**src/rtl/battle_pkg.sv**
```systemverilog
// Shared definitions for the battle turn sequencer and its enemy AI helpers:
// attack encodings, sequencer states, settle length and engine field widths.
package battle_pkg;

  localparam int HP_W       = 8;
  localparam int AMMO_W     = 5;
  localparam int SETTLE_LEN = 2;

  // Galois feedback mask for x^16 + x^14 + x^13 + x^11 + 1 (right-shifting form)
  localparam logic [15:0] LFSR_TAPS = 16'hB400;

  typedef enum logic [1:0] {
    ATK_P = 2'b00,
    ATK_K = 2'b01,
    ATK_B = 2'b10,
    ATK_S = 2'b11
  } attack_e;

  typedef enum logic [2:0] {
    ST_IDLE,
    ST_P_WAIT,
    ST_P_SETTLE,
    ST_E_DELAY,
    ST_E_STRIKE,
    ST_E_SETTLE,
    ST_DONE
  } state_e;

  // A sword or bat attack needs at least one of that weapon left; punch and kick are free.
  function automatic logic weapon_available(input logic [1:0]        atk,
                                            input logic [AMMO_W-1:0] sword,
                                            input logic [AMMO_W-1:0] bat);
    return !(((atk == ATK_S) && (sword == '0)) || ((atk == ATK_B) && (bat == '0)));
  endfunction

endpackage

```
**src/rtl/battle_turn_sequencer_if.sv**
```systemverilog
// Command/status bundle between the turn sequencer and the battle engine / map logic.
interface battle_turn_sequencer_if;
  import battle_pkg::*;

  logic                collision_detected;
  logic                key_valid;
  logic [1:0]          key_choice;
  logic [HP_W-1:0]     player_HP;
  logic [HP_W-1:0]     enemy_HP;
  logic [AMMO_W-1:0]   player_remained_sword;
  logic [AMMO_W-1:0]   player_remained_baseballbat;
  logic [AMMO_W-1:0]   enemy_remained_sword;
  logic [AMMO_W-1:0]   enemy_remained_baseballbat;
  logic                player_win;
  logic                enemy_win;
  logic [1:0]          player_choice;
  logic [1:0]          enemy_choice;
  logic                player_turn;
  logic                attacker_turn;
  logic                key_reject;
  logic                turn_owner;
  logic                battle_active;
  logic                battle_over;

  // Sequencer side: reads engine status and key input, drives engine commands.
  modport master (
    input  collision_detected, key_valid, key_choice, player_HP, enemy_HP,
           player_remained_sword, player_remained_baseballbat,
           enemy_remained_sword, enemy_remained_baseballbat, player_win, enemy_win,
    output player_choice, enemy_choice, player_turn, attacker_turn, key_reject,
           turn_owner, battle_active, battle_over
  );

  // Environment side: engine, map logic and keypad.
  modport slave (
    output collision_detected, key_valid, key_choice, player_HP, enemy_HP,
           player_remained_sword, player_remained_baseballbat,
           enemy_remained_sword, enemy_remained_baseballbat, player_win, enemy_win,
    input  player_choice, enemy_choice, player_turn, attacker_turn, key_reject,
           turn_owner, battle_active, battle_over
  );

endinterface

```
**src/rtl/enemy_ai_pick.sv**
```systemverilog
// Turns a raw 2-bit enemy attack into a legal one given the enemy's remaining ammo.
// Sword falls back to bat, bat falls back to kick.
module enemy_ai_pick
  import battle_pkg::*;
(
  input  logic [1:0]        raw_i,
  input  logic [AMMO_W-1:0] sword_i,
  input  logic [AMMO_W-1:0] bat_i,
  output logic [1:0]        pick_o
);

  attack_e pick_c;

  // Downgrade chain: an exhausted sword becomes bat, and the bat check runs after so both can chain.
  always_comb begin
    pick_c = attack_e'(raw_i);
    if ((pick_c == ATK_S) && (sword_i == '0)) pick_c = ATK_B;
    if ((pick_c == ATK_B) && (bat_i == '0))   pick_c = ATK_K;
  end

  assign pick_o = pick_c;

endmodule

```
**src/rtl/battle_turn_sequencer.sv**
```systemverilog
// Battle turn sequencer: player strikes on a key, the enemy strikes after a delay
// with an LFSR-driven choice, and the battle ends on a win flag or on loss of collision.
module battle_turn_sequencer
  import battle_pkg::*;
#(
  parameter int          ENEMY_DELAY = 50000000,
  parameter int          DELAY_W     = 26,
  parameter logic [15:0] LFSR_SEED   = 16'hACE1
) (
  input logic                     clk,
  input logic                     rst,
  battle_turn_sequencer_if.master bt
);

  localparam logic [DELAY_W-1:0] DLY_LAST    = DELAY_W'(ENEMY_DELAY - 1);
  localparam logic [DELAY_W-1:0] SETTLE_LAST = DELAY_W'(SETTLE_LEN - 1);

  state_e             state_q, state_d;
  logic [DELAY_W-1:0] cnt_q, cnt_d;
  logic [15:0]        lfsr_q;
  logic               coll_q;
  logic               p_fire, e_fire, rej;
  logic [1:0]         ai_pick;
  logic               win_any;
  logic               key_ok;

  logic [1:0]         player_choice_q, enemy_choice_q;
  logic               player_turn_q, attacker_turn_q, key_reject_q;
  logic               turn_owner_q, battle_active_q, battle_over_q;

  // HP is carried on the bus for observers; turn decisions only use ammo and win flags.
  logic unused_hp;
  assign unused_hp = ^{bt.player_HP, bt.enemy_HP};

  assign win_any = bt.player_win | bt.enemy_win;
  assign key_ok  = weapon_available(bt.key_choice, bt.player_remained_sword,
                                    bt.player_remained_baseballbat);

  enemy_ai_pick u_ai (
    .raw_i   (lfsr_q[1:0]),
    .sword_i (bt.enemy_remained_sword),
    .bat_i   (bt.enemy_remained_baseballbat),
    .pick_o  (ai_pick)
  );

  // Next-state and strike/reject decisions; losing collision overrides everything else.
  always_comb begin
    state_d = state_q;
    cnt_d   = cnt_q;
    p_fire  = 1'b0;
    e_fire  = 1'b0;
    rej     = 1'b0;
    if ((state_q != ST_IDLE) && !bt.collision_detected) begin
      state_d = ST_IDLE;
      cnt_d   = '0;
    end else begin
      case (state_q)
        ST_IDLE: begin
          cnt_d = '0;
          if (bt.collision_detected && !coll_q) state_d = ST_P_WAIT;
        end
        ST_P_WAIT: begin
          if (bt.key_valid) begin
            if (!key_ok) begin
              rej = 1'b1;
            end else begin
              p_fire  = 1'b1;
              state_d = ST_P_SETTLE;
              cnt_d   = '0;
            end
          end
        end
        ST_P_SETTLE: begin
          if (cnt_q == SETTLE_LAST) begin
            cnt_d   = '0;
            state_d = win_any ? ST_DONE : ST_E_DELAY;
          end else begin
            cnt_d = cnt_q + DELAY_W'(1);
          end
        end
        ST_E_DELAY: begin
          if (cnt_q == DLY_LAST) begin
            cnt_d   = '0;
            state_d = ST_E_STRIKE;
          end else begin
            cnt_d = cnt_q + DELAY_W'(1);
          end
        end
        ST_E_STRIKE: begin
          e_fire  = 1'b1;
          cnt_d   = '0;
          state_d = ST_E_SETTLE;
        end
        ST_E_SETTLE: begin
          if (cnt_q == SETTLE_LAST) begin
            cnt_d   = '0;
            state_d = win_any ? ST_DONE : ST_P_WAIT;
          end else begin
            cnt_d = cnt_q + DELAY_W'(1);
          end
        end
        ST_DONE: begin
          cnt_d = '0;
        end
        default: begin
          state_d = ST_IDLE;
          cnt_d   = '0;
        end
      endcase
    end
  end

  // State, counters, LFSR, collision history and registered outputs.
  always_ff @(posedge clk or posedge rst) begin
    if (rst) begin
      state_q         <= ST_IDLE;
      cnt_q           <= '0;
      lfsr_q          <= LFSR_SEED;
      coll_q          <= 1'b0;
      player_choice_q <= 2'b00;
      enemy_choice_q  <= 2'b00;
      player_turn_q   <= 1'b0;
      attacker_turn_q <= 1'b0;
      key_reject_q    <= 1'b0;
      turn_owner_q    <= 1'b0;
      battle_active_q <= 1'b0;
      battle_over_q   <= 1'b0;
    end else begin
      state_q         <= state_d;
      cnt_q           <= cnt_d;
      lfsr_q          <= {1'b0, lfsr_q[15:1]} ^ (lfsr_q[0] ? LFSR_TAPS : 16'h0000);
      coll_q          <= bt.collision_detected;
      player_turn_q   <= p_fire;
      attacker_turn_q <= e_fire;
      key_reject_q    <= rej;
      if (p_fire) player_choice_q <= bt.key_choice;
      if (e_fire) enemy_choice_q  <= ai_pick;
      turn_owner_q    <= (state_d inside {ST_E_DELAY, ST_E_STRIKE, ST_E_SETTLE});
      battle_active_q <= (state_d != ST_IDLE);
      battle_over_q   <= (state_d == ST_DONE);
    end
  end

  assign bt.player_choice = player_choice_q;
  assign bt.enemy_choice  = enemy_choice_q;
  assign bt.player_turn   = player_turn_q;
  assign bt.attacker_turn = attacker_turn_q;
  assign bt.key_reject    = key_reject_q;
  assign bt.turn_owner    = turn_owner_q;
  assign bt.battle_active = battle_active_q;
  assign bt.battle_over   = battle_over_q;

endmodule

```
**src/flat_wrapper.sv**
```systemverilog
// flat-port wrapper written by rule: the top's interface ports become plain ports
module battle_turn_sequencer_flat import battle_pkg::*;
#(
  parameter int          ENEMY_DELAY = 50000000,
  parameter int          DELAY_W     = 26,
  parameter logic [15:0] LFSR_SEED   = 16'hACE1
)
  (clk, rst, bt_collision_detected, bt_key_valid, bt_key_choice, bt_player_HP, bt_enemy_HP, bt_player_remained_sword, bt_player_remained_baseballbat, bt_enemy_remained_sword, bt_enemy_remained_baseballbat, bt_player_win, bt_enemy_win, bt_player_choice, bt_enemy_choice, bt_player_turn, bt_attacker_turn, bt_key_reject, bt_turn_owner, bt_battle_active, bt_battle_over);
  battle_turn_sequencer_if bt_i ();
  input logic clk;
  input logic rst;
  input wire logic [$bits(bt_i.collision_detected)-1:0] bt_collision_detected;
  input wire logic [$bits(bt_i.key_valid)-1:0] bt_key_valid;
  input wire logic [$bits(bt_i.key_choice)-1:0] bt_key_choice;
  input wire logic [$bits(bt_i.player_HP)-1:0] bt_player_HP;
  input wire logic [$bits(bt_i.enemy_HP)-1:0] bt_enemy_HP;
  input wire logic [$bits(bt_i.player_remained_sword)-1:0] bt_player_remained_sword;
  input wire logic [$bits(bt_i.player_remained_baseballbat)-1:0] bt_player_remained_baseballbat;
  input wire logic [$bits(bt_i.enemy_remained_sword)-1:0] bt_enemy_remained_sword;
  input wire logic [$bits(bt_i.enemy_remained_baseballbat)-1:0] bt_enemy_remained_baseballbat;
  input wire logic [$bits(bt_i.player_win)-1:0] bt_player_win;
  input wire logic [$bits(bt_i.enemy_win)-1:0] bt_enemy_win;
  output wire logic [$bits(bt_i.player_choice)-1:0] bt_player_choice;
  output wire logic [$bits(bt_i.enemy_choice)-1:0] bt_enemy_choice;
  output wire logic [$bits(bt_i.player_turn)-1:0] bt_player_turn;
  output wire logic [$bits(bt_i.attacker_turn)-1:0] bt_attacker_turn;
  output wire logic [$bits(bt_i.key_reject)-1:0] bt_key_reject;
  output wire logic [$bits(bt_i.turn_owner)-1:0] bt_turn_owner;
  output wire logic [$bits(bt_i.battle_active)-1:0] bt_battle_active;
  output wire logic [$bits(bt_i.battle_over)-1:0] bt_battle_over;
  assign bt_i.collision_detected = bt_collision_detected;
  assign bt_i.key_valid = bt_key_valid;
  assign bt_i.key_choice = bt_key_choice;
  assign bt_i.player_HP = bt_player_HP;
  assign bt_i.enemy_HP = bt_enemy_HP;
  assign bt_i.player_remained_sword = bt_player_remained_sword;
  assign bt_i.player_remained_baseballbat = bt_player_remained_baseballbat;
  assign bt_i.enemy_remained_sword = bt_enemy_remained_sword;
  assign bt_i.enemy_remained_baseballbat = bt_enemy_remained_baseballbat;
  assign bt_i.player_win = bt_player_win;
  assign bt_i.enemy_win = bt_enemy_win;
  assign bt_player_choice = bt_i.player_choice;
  assign bt_enemy_choice = bt_i.enemy_choice;
  assign bt_player_turn = bt_i.player_turn;
  assign bt_attacker_turn = bt_i.attacker_turn;
  assign bt_key_reject = bt_i.key_reject;
  assign bt_turn_owner = bt_i.turn_owner;
  assign bt_battle_active = bt_i.battle_active;
  assign bt_battle_over = bt_i.battle_over;
  battle_turn_sequencer #(.ENEMY_DELAY(ENEMY_DELAY), .DELAY_W(DELAY_W), .LFSR_SEED(LFSR_SEED)) u_core (.clk(clk), .rst(rst), .bt(bt_i));
endmodule
```
**config.mk**
```make
export PLATFORM = sky130hd
export DESIGN_NAME = battle_turn_sequencer_flat
export DESIGN_NICKNAME = d
export VERILOG_FILES = /design/src/rtl/battle_pkg.sv /design/src/rtl/battle_turn_sequencer_if.sv /design/src/rtl/enemy_ai_pick.sv /design/src/rtl/battle_turn_sequencer.sv /design/src/flat_wrapper.sv
export SDC_FILE = /design/constraint.sdc
export NUM_CORES = 1
export LEC_CHECK = 0
export ABC_AREA = 1
export BUFFER_PORTS_ARGS = -buffer_cell sky130_fd_sc_hd__buf_2
export CORE_UTILIZATION = 40
export CTS_BUF_LIST = sky130_fd_sc_hd__clkbuf_8
export CTS_CLUSTER_DIAMETER = 40
export DETAILED_ROUTE_END_ITERATION = 7
export GPL_TIMING_DRIVEN = 1
export SLEW_MARGIN = 20
export SYNTH_ARGS = -nofsm -noshare
export SYNTH_HDL_FRONTEND = slang
export SYNTH_SLANG_ARGS = --single-unit
```
**constraint.sdc**
```tcl
create_clock -name clk -period 4.96 [get_ports clk]
set_input_delay 0.248 -clock clk [delete_from_list [all_inputs] [get_ports clk]]
set_output_delay 0.248 -clock clk [all_outputs]
set_load 0.03 [all_outputs]
```
==> results of run 1 <==
[layout make-up]
cell class / instances / share of cell area (%)
Inverter: 64 / 6.38
Sequential cell: 56 / 36.9
Clock inverter: 3 / 0.720
Tap cell: 105 / 3.43
Timing Repair Buffer: 38 / 5.04
Multi-Input combinational cell: 358 / 45.7
Clock buffer: 5 / 1.80
[cell families (layout without fill, tap and decap cells)]
family	after synthesis	count (layout)
xor+xnor	9	9
fa+ha+maj	2	2
flops	56	56
simple gates	313	313
compound gates	34	34
buf+inv	72	110
[per-stage QoR]
stage / power [mW] / hold slack, ns / cells / area (µm²)
2_1_floorplan: 0.849 / 0.279 / 486 / 3450
3_3_place_gp: 0.947 / 0.336 / 621 / 3730
5_1_grt: 1.30 / 0.0687 / 629 / 3820
3_5_place_dp: 0.953 / 0.335 / 621 / 3730
4_1_cts: 1.24 / 0.0667 / 629 / 3820
6_report: 1.22 / 0.0776 / 629 / 3820
[worst max-delay path, delay by kind of cell (launching register included)]
family | cells | cell delay (ns)
fa+ha+maj | 1 | 0.33
buf+inv | 1 | 0.10
flops | 1 | 0.46
simple gates | 10 | 1.11
[final timing paths]
path,startpoint,to,depth (start not counted)
worst min-delay path,bt_collision_detected,u_core.coll_q,1
worst min register to register,u_core.lfsr_q[7],u_core.lfsr_q[6],0
max in group asynchronous,rst,u_core.bt.battle_over,3
worst max register to register,u_core.cnt_q[0],u_core.cnt_q[16],12
min in group asynchronous,rst,u_core.lfsr_q[12],3
worst max-delay path,u_core.cnt_q[0],u_core.cnt_q[16],12
[state kept, by name, summed over array words and instances (netlist names)]
name and flops:
u_core.lfsr_q 16, u_core.state_q 3, u_core.bt.turn_owner 1, u_core.bt.battle_active 1
u_core.coll_q 1, u_core.bt.key_reject 1, u_core.cnt_q 26, u_core.bt.battle_over 1
u_core.bt.player_choice 2, u_core.bt.enemy_choice 2, u_core.bt.attacker_turn 1, u_core.bt.player_turn 1
[routing by layer]
metal	GRT usage, %	up-vias	wire length, µm
li1	-	1599	-
met1	28.5	1464	4070
met2	32.3	74	3770
met3	2.74	8	387
met4	4.55	0	79
met5	0	-	0
[layout by cell type (no fill, tap or decap), types with 4 or more instances in the layout]
cell type	n
nor2_1	76
nand2_2	17
dfstp_2	8
o21ai_0	13
clkbuf_8	5
nor3_1	6
nand2_1	134
nand4_1	6
dfrtp_1	48
nand3_1	45
buf_2	37
nor2_2	8
inv_1	56
inv_2	5
xor2_1	8
nor2_4	4
o21ai_1	5
a22oi_1	5
[power by group]
part           total, mW  switching [mW]  leakage (nW)  internal [mW]
clock              0.279           0.175        0.0463          0.104
combinational      0.417           0.304         0.998          0.112
sequential         0.525          0.0312         0.740          0.494
total               1.22           0.511          1.78          0.711
==> results_dict.tcl, run 1 <==
set metrics [dict create \
    core_um2 8300 \
    clkTransAtPathRegs_ns 0.11 \
    area_growth_pct 10.8 \
    synth_top_family_by_area "simple AND/OR/NAND/NOR gates" \
    fin_crit_ns 2.11 \
    dr.pass1.iters 4 \
    hp-class "in -> reg" \
    finalCritPeriodShare_pct 42.6 \
    power.density_nw_per_um2 319 \
    r2r_slack_ns 2.85 \
    ys_seq_elements 56 \
    gp_congestion 0.874 \
    wl_per_cell_um 13.2 \
    nets 569 \
    clock_sinks 56 \
    post-dp-hpwl_um 6000 \
    setup_viol 0 \
    ant_nets 0 \
    synth_cell_type_count 41 \
    fmax_mhz 473 \
    crit_chain "ha_1 -> nand2_2 -> nor2_4 -> nand2_2 -> nor2_2 -> nand3_2 -> nand2_2 -> nand2_2 -> nand2_4 -> nand2_4 -> inv_4 -> nor2_2" \
    critical_path_required_ns 5.18 \
    antennaDiodeCount 0 \
    htreeDepth 2 \
    fin_worst_skew_ns 0.00937 \
    grt_pass1_vias 2930 \
    antenna_found_initial 0 \
    cts_tree "yes" \
    grt_first_pass_wirelength_um 13900 \
    multi_input_area_um2 1750 \
    start_util_pct 41.6 \
    cpPeakStageDelay_ns 0.46 \
    async_reset_ff_share_pct 100 \
    cpMaxStageDelayCell "dfrtp_1" \
    n_fill_cell 832 \
    critPathCaptureType "flop" \
    synthFlopType "dfrtp_1" \
    pre_cts_ws_ns 2.82 \
    dieArea_um2 9000 \
    grt.total_usage_pct 20.1 \
    clk_latency_ns 0.33 \
    crit_top_cell "nand2_2" \
    post-synth-top-count-cell "nand2_1" \
    synth_top_area_cell "dfrtp_1" \
    ioPinCount 54 \
    post_cts.repair.setup_buffers 0 \
    synth_mux_area_share_pct 0 \
    via_count 3145 \
    critical_path_arrival_ns 2.33 \
    wl_um 8310 \
    synth_top_area_share_pct 34.8 \
    port_buffers 37 \
    leakage_nw 1.78 \
    setup_ws_ns 2.85 \
    grt-ovfl-total 0 \
    hold_viol 0 \
    rsz0062_at_grt "false" \
    yosys-top-cells-count "nand2_1 (134), nor2_1 (76), inv_1 (57), dfrtp_1 (48), nand3_1 (45)" \
    first_iter_violations 192 \
    synth_xor_area_share_pct 2.28 \
    post-route-util_pct 46.1 \
    synth.top_cells.by_area "dfrtp_1 (35%), nand2_1 (15%), nor2_1 (8.3%)" \
    crit_fanout 8 \
    worstMarginPinSlew_ns 0.925 \
    synth_area_um2 3450 \
    holdBufCountCts 0 \
    cp-start-kind "flop" \
    synth_edf_count 0 \
    cts_max_path_buffers 2 \
    synth_fa_ha_area_share_pct 0.725 \
    drive_above_1_share_pct 19.3 \
    seq_area_um2 1410 \
    die_h_um 94.9 \
    yosys.area_share.simple_pct 41.7 \
    maxSlewViolCount 0 \
    core.rowCount 33 \
    avgSynthCellArea_um2 7.10 \
    die_x_um 94.9 \
    syn-num-nets 532 \
    cts_buffers 5 \
    critical_path_class "reg -> reg" \
    avgViaCountPerCell 5.00 \
    synth_compound_area_share_pct 5.95 \
    max_cap_violations 0 \
    tns_ns 0 \
    status "complete, no violations" \
    syn_inst 486 \
    irDropWorstVdd_mv 0.181 \
    ys_warn_count 0 \
    ys_seq_area_share_pct 40.9 \
    drc 0 \
    max_slew_margin_pct 38.3 \
    root_buffer "clkbuf_8" \
    cts_resized 0 \
    grt_max_degree 57 \
]
(Power assumes the default switching activity.)
==> run 2: changes to the inputs <==
clock period = 2 ns   (was 4.96 ns; I/O delays follow)
==> results_dict.tcl, run 2 (same netlist as run 1, synthesis figures left out) <==
set metrics [dict create \
    pre_cts_ws_ns 0.145 \
    setup_viol 0 \
    via_count 3223 \
    place_inst 634 \
    grt.total_usage_pct 20.3 \
    design_area_um2 3970 \
    hold_viol 0 \
    dr.pass1.iters 5 \
    grt_max_degree 57 \
    min_to "u_core.bt.key_reject" \
    leakage_nw 1.87 \
    grt-ovfl-total 0 \
    drive_above_1_share_pct 21.3 \
    grt_first_pass_wirelength_um 14200 \
    cts_buffers 5 \
    ant_nets 0 \
    port_buffers 37 \
    crit_fanout 4 \
    irDropWorstVdd_mv 0.465 \
    htreeDepth 2 \
    critical_path_required_ns 2.27 \
    cts_tree "yes" \
    cts_max_path_buffers 2 \
    core_um2 8300 \
    power.density_nw_per_um2 779 \
    worstMarginPinSlew_ns 0.304 \
    fmax_mhz 557 \
    worstReg2RegEnd "u_core.cnt_q[22]" \
    power_mw 3.10 \
    finalCritPeriodShare_pct 89.7 \
    grt_pass1_vias 3028 \
    largest-register "u_core.cnt_q" \
    placedInstanceArea_um2 3840 \
    wl_um 8230 \
    antennaDiodeCount 0 \
    clk_latency_ns 0.32 \
    avgViaCountPerCell 5.00 \
    cp-start-kind "flop" \
    area_growth_pct 15.2 \
    clock_sinks 56 \
    critical_path_class "reg -> reg" \
    rr_startpoint "u_core.cnt_q[0]" \
    clkTransAtPathRegs_ns 0.11 \
    rsz0062_at_grt "false" \
    fin_worst_skew_ns 0.00590 \
    root_buffer "clkbuf_8" \
    stdcell_count 645 \
    whs_path_depth 3 \
    post_cts.repair.setup_buffers 0 \
    max_cap_violations 0 \
    final_common_cell "nand2_1" \
    nets 585 \
    r2r_slack_ns 0.21 \
    max_slew_margin_pct 79.7 \
    wl_per_cell_um 12.8 \
    reg_top3 "u_core.cnt_q: 26 flops, u_core.lfsr_q: 16 flops, u_core.state_q: 3 flops" \
    start_util_pct 41.6 \
    dieArea_um2 9000 \
    die_h_um 94.9 \
    setup_ws_ns 0.205 \
    maxSlewViolCount 0 \
    mostFrequentLayoutCells "nand2_1 (134), nor2_1 (75), inv_1 (56), dfrtp_1 (48), nand3_1 (45)" \
    core.rowCount 33 \
    die_x_um 94.9 \
    ff2ff_path_depth 10 \
    largest_reg_flops 26 \
    critical_path_arrival_ns 2.07 \
    critPathCaptureType "flop" \
    first_iter_violations 238 \
    tns_ns 0 \
    post-dp-hpwl_um 6190 \
    status "complete, no violations" \
    antenna_found_initial 0 \
    hold_start "bt_key_valid" \
    hp-class "in -> reg" \
    drc 0 \
    fin_crit_ns 1.79 \
    ioPinCount 54 \
    gp_congestion 0.899 \
]
[run 2: changes by cell type in the layout (fill, tap and decap cells not counted), sizes merged]
cell,delta
buf,+13
clkinv,-1
clkinvlp,-1
dlygate4sd3,+3
inv,+2
[run 2: power breakdown]
part,total (mW),internal [mW],switching (mW)
combinational,1.10,0.338,0.761
sequential,1.30,1.23,0.0741
clock,0.698,0.266,0.432
total,3.10,1.83,1.27
[run 2: stage by stage]
stage	util, %	hold WS (ns)
after floorplan	-	0.131
after global placement	46.3	0.173
after detailed placement	46.3	0.180
after CTS	47.8	0.0184
after global routing	47.9	0.0411
final	47.9	0.0356
[run 2: per-layer routing]
layer  GRT usage [%]  share of wire, %  wire, µm
met1            28.9                49      4060
met2            32.0                44      3610
met3            3.22               5.5       451
met4            5.43               1.4       116
met5               0                 0         0
[run 2: how the worst max path moves through the flow]
| stage | from | endpoint | slack [ns] | cells past startpoint |
|---|---|---|---|---|
| 6_report | u_core.cnt_q[0] | u_core.cnt_q[22] | 0.21 | 10 |
| 5_1_grt | u_core.cnt_q[0] | u_core.cnt_q[22] | 0.03 | 10 |
| 4_1_cts | u_core.cnt_q[1] | u_core.cnt_q[19] | 0.12 | 13 |
| 3_5_place_dp | u_core.cnt_q[1] | u_core.cnt_q[19] | 0.15 | 13 |
| 3_3_place_gp | u_core.cnt_q[1] | u_core.cnt_q[19] | 0.17 | 13 |
| 2_1_floorplan | u_core.cnt_q[0] | u_core.cnt_q[16] | 0.35 | 12 |
[run 2: cell type report]
class,count,area (µm²)
Fill cell,823,4330
Multi-Input combinational cell,358,1760
Sequential cell,56,1410
Timing Repair Buffer,54,333
Inverter,64,244
Tap cell,105,131
Clock buffer,5,68.8
Clock inverter,3,28.8
[run 2: what timing repair did]
| item | in CTS | in global routing |
|---|---|---|
| resized for setup | 0 | 2 |
| endpoints found under the hold margin | 50 | 0 |
| hold buffers | 3 | 0 |
| endpoints found under the setup margin | 0 | 7 |
[run 2: worst max-delay path, cell delays in order, from the launching register on]
cell and delay (ns):
dfrtp_1 0.41, ha_1 0.20, buf_4 0.15, nand3_1 0.13
nor2_1 0.21, nand2_1 0.09, nor3_2 0.15, nand2_1 0.07
o21bai_1 0.14, nand2_1 0.11, nor2_2 0.08
